$ cat config.mk
export PLATFORM = sky130hd
export DESIGN_NAME = stage_sequencer
export DESIGN_NICKNAME = d
export VERILOG_FILES = /design/src/rtl/stage_sequencer.sv
export SDC_FILE = /design/constraint.sdc
export NUM_CORES = 1
export LEC_CHECK = 0
export ABC_AREA = 1
export BUFFER_PORTS_ARGS = -buffer_cell sky130_fd_sc_hd__buf_4
export CAP_MARGIN = 20
export CORE_MARGIN = 2
export CORE_UTILIZATION = 42
export CTS_CLUSTER_DIAMETER = 60
export DETAILED_ROUTE_END_ITERATION = 6
export PLACE_DENSITY = 0.65
export SYNTH_ARGS = -nofsm -noshare
export SYNTH_HDL_FRONTEND = slang
export SYNTH_SLANG_ARGS = --single-unit
$ cat constraint.sdc
create_clock -name CLK -period 1.5 [get_ports CLK]
set_input_delay 0.075 -clock CLK [delete_from_list [all_inputs] [get_ports CLK]]
set_output_delay 0.075 -clock CLK [all_outputs]
set_load 0.05 [all_outputs]
$ cat src/rtl/stage_sequencer.sv
// Central control sequencer for the non-pipelined MIPS core: drives the one-hot
// stage vector, run/halt/step control, data-memory wait handshake and counters.
module stage_sequencer #(
    parameter int SKIP_MEM = 1,
    parameter int MAX_WAIT = 15,
    parameter int CNT_W    = 32
) (
    input  logic             CLK,
    input  logic             reset,
    input  logic             run,
    input  logic             step_mode,
    input  logic             step,
    input  logic             mem_needed,
    input  logic             mem_ack,
    input  logic             halt_req,
    output logic [5:0]       state,
    output logic             mem_req,
    output logic             reg_we_en,
    output logic             pc_we,
    output logic             busy,
    output logic             halted,
    output logic             fault,
    output logic [CNT_W-1:0] instr_count,
    output logic [CNT_W-1:0] cycle_count
);

    localparam int WAIT_W = (MAX_WAIT > 1) ? $clog2(MAX_WAIT + 1) : 1;

    typedef enum logic [3:0] {
        S_IDLE, S_FETCH, S_DECODE, S_EXECUTE, S_MEM, S_WB, S_PCUPD, S_PAUSE, S_HALTED
    } state_t;

    state_t             state_reg, state_next;
    logic [WAIT_W-1:0]  wait_cnt_reg;
    logic               halt_pending_reg;
    logic               fault_reg;
    logic               timeout;
    logic               halt_now;
    logic               enter_halt;
    logic [5:0]         stage_vec_next;
    logic [5:0]         stage_vec_reg;
    logic               mem_req_reg, reg_we_en_reg, pc_we_reg, busy_reg, halted_reg;
    logic [CNT_W-1:0]   instr_count_reg, cycle_count_reg;

    // A halt request seen in the boundary cycle itself still stops at that boundary.
    assign halt_now   = halt_pending_reg | halt_req;
    assign enter_halt = (state_next == S_HALTED) && (state_reg != S_HALTED);

    always_comb begin
        state_next = state_reg;
        timeout    = 1'b0;
        case (state_reg)
            S_IDLE:    if (run && !fault_reg) state_next = S_FETCH;
            S_FETCH:   state_next = S_DECODE;
            S_DECODE:  state_next = S_EXECUTE;
            S_EXECUTE: state_next = ((SKIP_MEM != 0) && !mem_needed) ? S_WB : S_MEM;
            S_MEM: begin
                if (mem_ack) begin
                    state_next = S_WB;
                end else if (wait_cnt_reg == WAIT_W'(MAX_WAIT - 1)) begin
                    state_next = S_HALTED;
                    timeout    = 1'b1;
                end
            end
            S_WB:      state_next = S_PCUPD;
            S_PCUPD: begin
                if (halt_now || !run) state_next = S_HALTED;
                else if (step_mode)   state_next = S_PAUSE;
                else                  state_next = S_FETCH;
            end
            S_PAUSE: begin
                if (!run || halt_now)      state_next = S_HALTED;
                else if (step || !step_mode) state_next = S_FETCH;
            end
            S_HALTED:  if (!run) state_next = S_IDLE;
            default:   state_next = S_IDLE;
        endcase
    end

    always_comb begin
        stage_vec_next = 6'b000000;
        case (state_next)
            S_FETCH:   stage_vec_next = 6'b000001;
            S_DECODE:  stage_vec_next = 6'b000010;
            S_EXECUTE: stage_vec_next = 6'b000100;
            S_MEM:     stage_vec_next = 6'b001000;
            S_WB:      stage_vec_next = 6'b010000;
            S_PCUPD:   stage_vec_next = 6'b100000;
            default:   stage_vec_next = 6'b000000;
        endcase
    end

    // Outputs are registered from the next state so they line up with state_reg.
    always_ff @(posedge CLK or negedge reset) begin
        if (!reset) begin
            state_reg        <= S_IDLE;
            wait_cnt_reg     <= '0;
            halt_pending_reg <= 1'b0;
            fault_reg        <= 1'b0;
            instr_count_reg  <= '0;
            cycle_count_reg  <= '0;
            stage_vec_reg    <= 6'b000000;
            mem_req_reg      <= 1'b0;
            reg_we_en_reg    <= 1'b0;
            pc_we_reg        <= 1'b0;
            busy_reg         <= 1'b0;
            halted_reg       <= 1'b0;
        end else begin
            state_reg <= state_next;
            if ((state_reg == S_MEM) && !mem_ack && !timeout)
                wait_cnt_reg <= wait_cnt_reg + 1'b1;
            else
                wait_cnt_reg <= '0;
            halt_pending_reg <= enter_halt ? 1'b0 : (halt_pending_reg | halt_req);
            if (timeout)
                fault_reg <= 1'b1;
            if (state_reg == S_PCUPD)
                instr_count_reg <= instr_count_reg + 1'b1;
            if (busy_reg)
                cycle_count_reg <= cycle_count_reg + 1'b1;
            stage_vec_reg <= stage_vec_next;
            mem_req_reg   <= (state_next == S_MEM);
            reg_we_en_reg <= (state_next == S_WB);
            pc_we_reg     <= (state_next == S_PCUPD);
            busy_reg      <= (stage_vec_next != 6'b000000);
            halted_reg    <= (state_next == S_HALTED);
        end
    end

    assign state       = stage_vec_reg;
    assign mem_req     = mem_req_reg;
    assign reg_we_en   = reg_we_en_reg;
    assign pc_we       = pc_we_reg;
    assign busy        = busy_reg;
    assign halted      = halted_reg;
    assign fault       = fault_reg;
    assign instr_count = instr_count_reg;
    assign cycle_count = cycle_count_reg;

endmodule
Yosys cells after proc, flatten, opt, wreduce, memory -nomap -nowiden --
Index checks and enable logic that the tools add are counted.
Storage, ports and cells: register bits 85, bits in latches 0, bits in writable memories 0, bits in read-only memories 0, memories kept 0
Cells by class: add/subtract/negate cells 3, multipliers 0, divide/modulo/power cells 0, magnitude comparators 0, equal/unequal tests 17, shift-type cells 0, multiplexer cells 16, bitwise gates (word level) 1, reduce and logical (&&, ||, !) cells 13
Operator list (number):
- adder 32 x 1 -> 32 bit (second input constant) | 2
- case mux 4 bit (9 select lines) | 1
- case mux 6 bit (6 select lines) | 1
- two-way mux 4 bit | 8
- equality test 4 x 3 -> 1 bit (second input constant) | 7
- equality test 4 x 2 -> 1 bit (second input constant) | 4
- equality test 4 bit (second input constant) | 3
- equality test 4 x 1 -> 1 bit (second input constant) | 2
- nonzero test 6 bit | 1
- zero test 1 bit | 5
- two-way mux 1 bit | 5
- adder 4 x 1 -> 4 bit (second input constant) | 1
- logical AND 1 bit | 4
- zero test 4 bit | 1
- != test 4 bit (second input constant) | 1
- two-way mux 3 bit | 1
- logical OR 1 bit | 2
- OR 1 bit | 1

Depth between registers and ports, before layout --
Gate-level depths: netlist of run 1.
depth in word-level cells 8, depth in mapped cells 11, mapped depth without buffers 10

Worst setup path after synthesis of run 1 --
OpenSTA, ideal clock, no wires.
kind register to register, start reg cycle_count_reg[0], in the netlist cycle_count[0], end reg cycle_count_reg[26], in the netlist cycle_count[26], library setup time 0.120 ns, data arrival time 1.843 ns, data required time 1.380 ns, path slack -0.462 ns, cell stages (with the launch flop) 11, buffers on the path 0, clock period less this slack 1.962 ns, path through dfrtp_1 > ha_1 > nand3_1 > nor2_2 > nand2_2 > nor2_4 > nand2_2 > nor2_4 > nand2_1 > nand2_1 > nand2_1
On the way: word-level cells in the longest chain between the ends 1
RTL lines:
- start, declared | RTL line 43 | logic [CNT_W-1:0] instr_count_reg, cycle_count_reg;
- start signal, assigned | RTL line 120 | cycle_count_reg <= cycle_count_reg + 1'b1;
- adder 32 x 1 -> 32 bit | RTL line 120
No other way between the ends. A chain may end at the register's enable or synchronous reset.

Final worst setup path of run 1 --
start reg state_reg[2], end reg instr_count_reg[15], in the netlist instr_count[15]
On the way: word-level cells in the longest chain between the ends 1
RTL lines:
- start, declared | RTL line 33 | state_t state_reg, state_next;
- start signal, assigned | RTL line 109 | state_reg <= state_next;
- equality test 4 x 3 -> 1 bit | RTL line 117 | if (state_reg == S_PCUPD)
- end signal, assigned | RTL line 118 | instr_count_reg <= instr_count_reg + 1'b1;
- end, declared | RTL line 43
No other way between the ends.

==> results of run 1 <==
[per-layer routing]
layer,wire length [um],vias up,part of all wire
li1,-,2254,-
met1,5740,2147,0.46
met2,5900,119,0.47
met3,719,17,0.057
met4,190,0,0.015
met5,0,-,0
[cells in the final DEF (no fill, tap or decap), types with 20 or more instances in the layout]
| master | n |
|---|---|
| dfrtp_2 | 53 |
| buf_4 | 124 |
| nand2_1 | 213 |
| xor2_1 | 23 |
| nor2_4 | 20 |
| nand3_1 | 25 |
| dfrtp_1 | 31 |
| nor2_1 | 69 |
| nor2_2 | 25 |
| inv_1 | 55 |
[timing repair]
action	4_1_cts	5_1_grt
hold buffers	2	0
endpoints found under the setup margin	4	42
endpoints found under the hold margin	21	0
buffers inserted	5	13
resized for setup	5	73
pin swaps	4	26
[cell type report]
type	instances	area share
Multi-Input combinational cell	480	0.403
Sequential cell	85	0.335
Timing Repair Buffer	127	0.148
Inverter	67	0.0387
Clock buffer	9	0.0343
Tap cell	140	0.0267
Clock inverter	7	0.0151
[critical path, stage by stage, from the launching register on]
cell	delay (ns)
dfrtp_2	0.41
inv_2	0.06
nor2_4	0.17
nand2_8	0.10
nor2_4	0.13
nand2_4	0.09
nor2_4	0.20
nand2_2	0.10
xnor2_2	0.14
[report_power, final]
part,switching (mW),total (mW),internal [mW]
sequential,0.347,2.96,2.62
clock,0.965,2.43,1.47
combinational,1.97,3.03,1.06
[path summary, 6_finish.rpt]
kind	endpoint	start	slack [ns]
min in group asynchronous	instr_count[21]	reset	0.17
worst max register to register	instr_count[15]	state_reg[2]	-0.007
max in group asynchronous	cycle_count[0]	reset	0.67
worst min-delay path	state[4]	mem_needed	0.009
worst min register to register	instr_count[13]	instr_count[13]	0.49
worst max-delay path	instr_count[15]	state_reg[2]	-0.007
[cell families (layout without fill, tap and decap cells)]
family / after synthesis / after routing / share of synthesized area
compound gates: 18 / 18 / 0.0195
xor+xnor: 39 / 39 / 0.0720
fa+ha+maj: 4 / 4 / 0.0106
buf+inv: 72 / 210 / 0.0581
flops: 85 / 85 / 0.449
simple gates: 419 / 419 / 0.391
[per-stage QoR]
step | cells | hold WS [ns] | setup TNS (ns)
after global routing | 915 | 0.0414 | -1.26
after global placement | 879 | -0.0137 | 0
after floorplan | 637 | -0.221 | -0.744
final | 915 | 0.00876 | -0.00654
after detailed placement | 879 | -0.00177 | -0.0607
after CTS | 902 | 0.000566 | -0.0334
==> metrics.csv, run 1 <==
metric,value,unit
antenna_cells,0,
core_area,10900,um^2
final_layout_size_suffix_gt1_frac,0.377,
htree_levels,3,
clock_skew,0.00609,ns
wl_per_cell,13.7,um
grt_pass1_vias,4218,
post-route-min-period,1.51,ns
die_y,110,um
dr.pass1.iters,5,
initial_core_util,0.434,
vias_per_cell,4.96,
drc_errors,0,
num_vias,4537,
netlist_area,4740,um^2
grt_antenna_before_repair,0,
violations,negative setup slack,
holdCritPathClass,input pin to flop,
startpoint_type,flop,
synth_edf_count,0,
holdPathStages,3,
multi_input_area,2640,um^2
num_rows,38,
post-place-ws,-0.0343,ns
peakVddDrop,0.854,mV
synth.net_count,649,
cts.sinks,85,
drtAntennaViolNets,0,
track_usage,0.213,
arrival,1.74,ns
yosysWarnings,0,
fill_cells,1003,
numCtsBuffers,9,
worst_slack,-0.00654,ns
r2r_cells,8,
tightest_slew,0.402,ns
relSlewSlack,0.730,
setup-violations-final,1,
power,8.43,mW
totalWireLength,12600,um
finalNetCount,782,
p_leak,3.05,nW
chipWidth,110,um
ys_seq_area_frac,0.449,
syn_avg_cell_area,7.44,um^2
ys.flop_type,dfrtp_1,
grt.overflow.total,0,
portBuffers,83,
synth_cell_type_count,32,
area_growth,38.5,%
grt_use_met3,0.0412,
drv_cap,0,
grt_use_met2,0.327,
io_pins,84,
power.density,1280,nW/um^2
syn_inst,637,
hold_viol,0,
yosysTopAreaCellShare,0.449,
place_congestion,0.899,
outcome,"complete, but fails checks",
grt_pass1_wl,20200,um
synthTopCellsByCount,"nand2_1, nor2_1, dfrtp_1, inv_1, nand3_1",
cp-end-kind,flop,
postLayoutCellArea,6560,um^2
drt_iter0_markers,237,
synth_top_cell_by_area,dfrtp_1,
final_util,0.600,
clk_latency,0.34,ns
synth.most_common_cell,nand2_1,
dpl.hpwl,9210,um
die_area,12200,um^2
clk_path_buf_depth,2,
register_area,2200,um^2
grt_busiest_layer,met2,
cts.clk_slew.worst_paths,0.07,ns
finalMaxSlewViolations,0,
rsz0062_at_grt,true,
grtUsageMet1,0.307,
critPathMaxFanout,7,
ys_async_sr_fraction,1.00,
clockRootBuffer,clkbuf_16,
worstSetupPathType,flop to flop,
cts_tree,built,
grt_start_max_net_pins,66,
synth-seq-cells,85,
post-route-period-util,1.00,
required,1.73,ns
dpl_cell_area,5830,um^2
max_freq,664,MHz
synth.area.top_cells,"dfrtp_1, nand2_1, nor2_1",
Power figures use the tool's default switching activity.
==> run 2: changes to the inputs <==
--- a/config.mk
+++ b/config.mk
@@ -13,6 +13,8 @@
 export CTS_CLUSTER_DIAMETER = 60
 export DETAILED_ROUTE_END_ITERATION = 6
 export PLACE_DENSITY = 0.65
+export SETUP_SLACK_MARGIN = 0.05
+export SLEW_MARGIN = 15
 export SYNTH_ARGS = -nofsm -noshare
 export SYNTH_HDL_FRONTEND = slang
 export SYNTH_SLANG_ARGS = --single-unit
==> metrics.csv, run 2 (same netlist as run 1, synthesis figures left out) <==
metric,value,unit
grt_start_max_net_pins,39,
dpl.hpwl,9530,um
drtAntennaViolNets,0,
io_pins,84,
outcome,finished clean,
startpoint_type,flop,
r2r_cells,9,
hold_ws,0.0304,ns
setup_tns,0,ns
cp-end-kind,flop,
cp_top_family,flip-flops,
totalWireLength,13400,um
path_buf_inv,3,
cts.clk_slew.worst_paths,0.06,ns
holdPathStages,3,
p_leak,3.25,nW
finalMaxSlewViolations,0,
power.density,1270,nW/um^2
chipWidth,110,um
dr.pass1.iters,5,
max_freq,690,MHz
relSlewSlack,0.720,
final_common_cell,nand2_1,
final_layout_size_suffix_gt1_frac,0.449,
holdCritPathClass,input pin to flop,
cpMaxStageDelayCell,dfrtp_4,
portBuffers,83,
rsz0062_at_grt,true,
wl_per_cell,14.3,um
die_y,110,um
clk_latency,0.35,ns
max_stage_delay,0.51,ns
numCtsBuffers,9,
area_growth,47.0,%
grt_pass1_wl,20300,um
die_area,12200,um^2
place_congestion,0.985,
dpl_cell_area,5920,um^2
hold_viol,0,
grt_pass1_vias,4213,
clk_path_buf_depth,2,
critPathMaxFanout,3,
num_rows,38,
tightest_slew,0.417,ns
drc_errors,0,
finalNetCount,808,
arrival,1.69,ns
path_depth,9,
vias_per_cell,4.93,
layout_common_cells,"nand2_1, buf_4, dfrtp_2, inv_1, nor2_1",
initial_core_util,0.434,
drv_cap,0,
cts_tree,built,
path_cells,ha_4 -> nand3_4 -> nor2_4 -> nand2_2 -> nor2_4 -> buf_4 -> buf_4 -> xnor2_1 -> inv_1,
peakVddDrop,0.905,mV
grt.overflow.total,0,
clock_skew,0.00358,ns
post-place-ws,-0.0290,ns
clockRootBuffer,clkbuf_16,
cts.sinks,85,
drt_iter0_markers,262,
grt_antenna_before_repair,0,
setup-violations-final,0,
htree_levels,3,
track_usage,0.219,
core_area,10900,um^2
power,8.82,mW
fill_cells,963,
worst_slack,0.0501,ns
worstSetupPathType,flop to flop,
post-route-min-period,1.45,ns
postLayoutCellArea,6970,um^2
num_vias,4643,
post-route-period-util,0.967,
required,1.74,ns
antenna_cells,0,
run 2: cell count changes in the layout (fill, tap and decap cells not counted), moves of 8 or more:
cell     change
nand2_1      -9
nor2_1      -18
nor2_4       +8
nor2_2      +11
buf_4       +22
run 2: worst reg2reg max path: stages (launching register included):
cell and delay (ns):
dfrtp_4 0.51, ha_4 0.18, nand3_4 0.07, nor2_4 0.04, nand2_2 0.08, nor2_4 0.04
buf_4 0.12, buf_4 0.12, xnor2_1 0.13, inv_1 0.05
run 2: path summary, 6_finish.rpt:
kind | startpoint | to | slack [ns]
setup / recovery | cycle_count[0] | cycle_count[10] | 0.05
hold / removal | halt_req | halt_pending_reg | 0.03
setup reg to reg | cycle_count[0] | cycle_count[10] | 0.05
hold reg to reg | fault | fault | 0.49
max in group asynchronous | reset | instr_count[17] | 0.62
min in group asynchronous | reset | cycle_count[23] | 0.20
run 2: power breakdown:
| group | switching (mW) | internal [mW] |
|---|---|---|
| sequential | 0.351 | 2.61 |
| combinational | 2.08 | 1.14 |
| clock | 0.964 | 1.67 |
run 2: cell type report:
cell class                 instances  area, um^2  area share
clock buffer                      10         239      0.0343
sequential                        85        2210       0.317
multi-input combinational        481        2810       0.403
clock inverter                     6         110      0.0158
inverter                          67         259      0.0372
timing repair buffer             152        1170       0.168
tap                              140         175      0.0251
run 2: timing repair:
| action | 4_1_cts | 5_1_grt |
|---|---|---|
| hold buffers | 3 | 0 |
| setup endpoints to repair | 17 | 44 |
| resized for setup | 10 | 114 |
| cloned | 1 | 0 |
| setup buffers | 4 | 30 |
| hold endpoints to repair | 27 | 0 |
| pin swaps | 2 | 39 |
run 2: per-layer routing:
layer,up-vias,global-route usage,wire length (um),share of wire
met4,0,0.0804,189,0.014
met5,-,0,0,0
met3,18,0.0500,668,0.050
met1,2195,0.307,6090,0.45
met2,131,0.332,6470,0.48
li1,2299,-,-,-
run 2: stage by stage:
step	utilization	instances
after global routing	0.637	941
after detailed placement	0.541	887
after global placement	0.541	887
after CTS	0.582	911
after floorplan	-	637
final	0.637	941
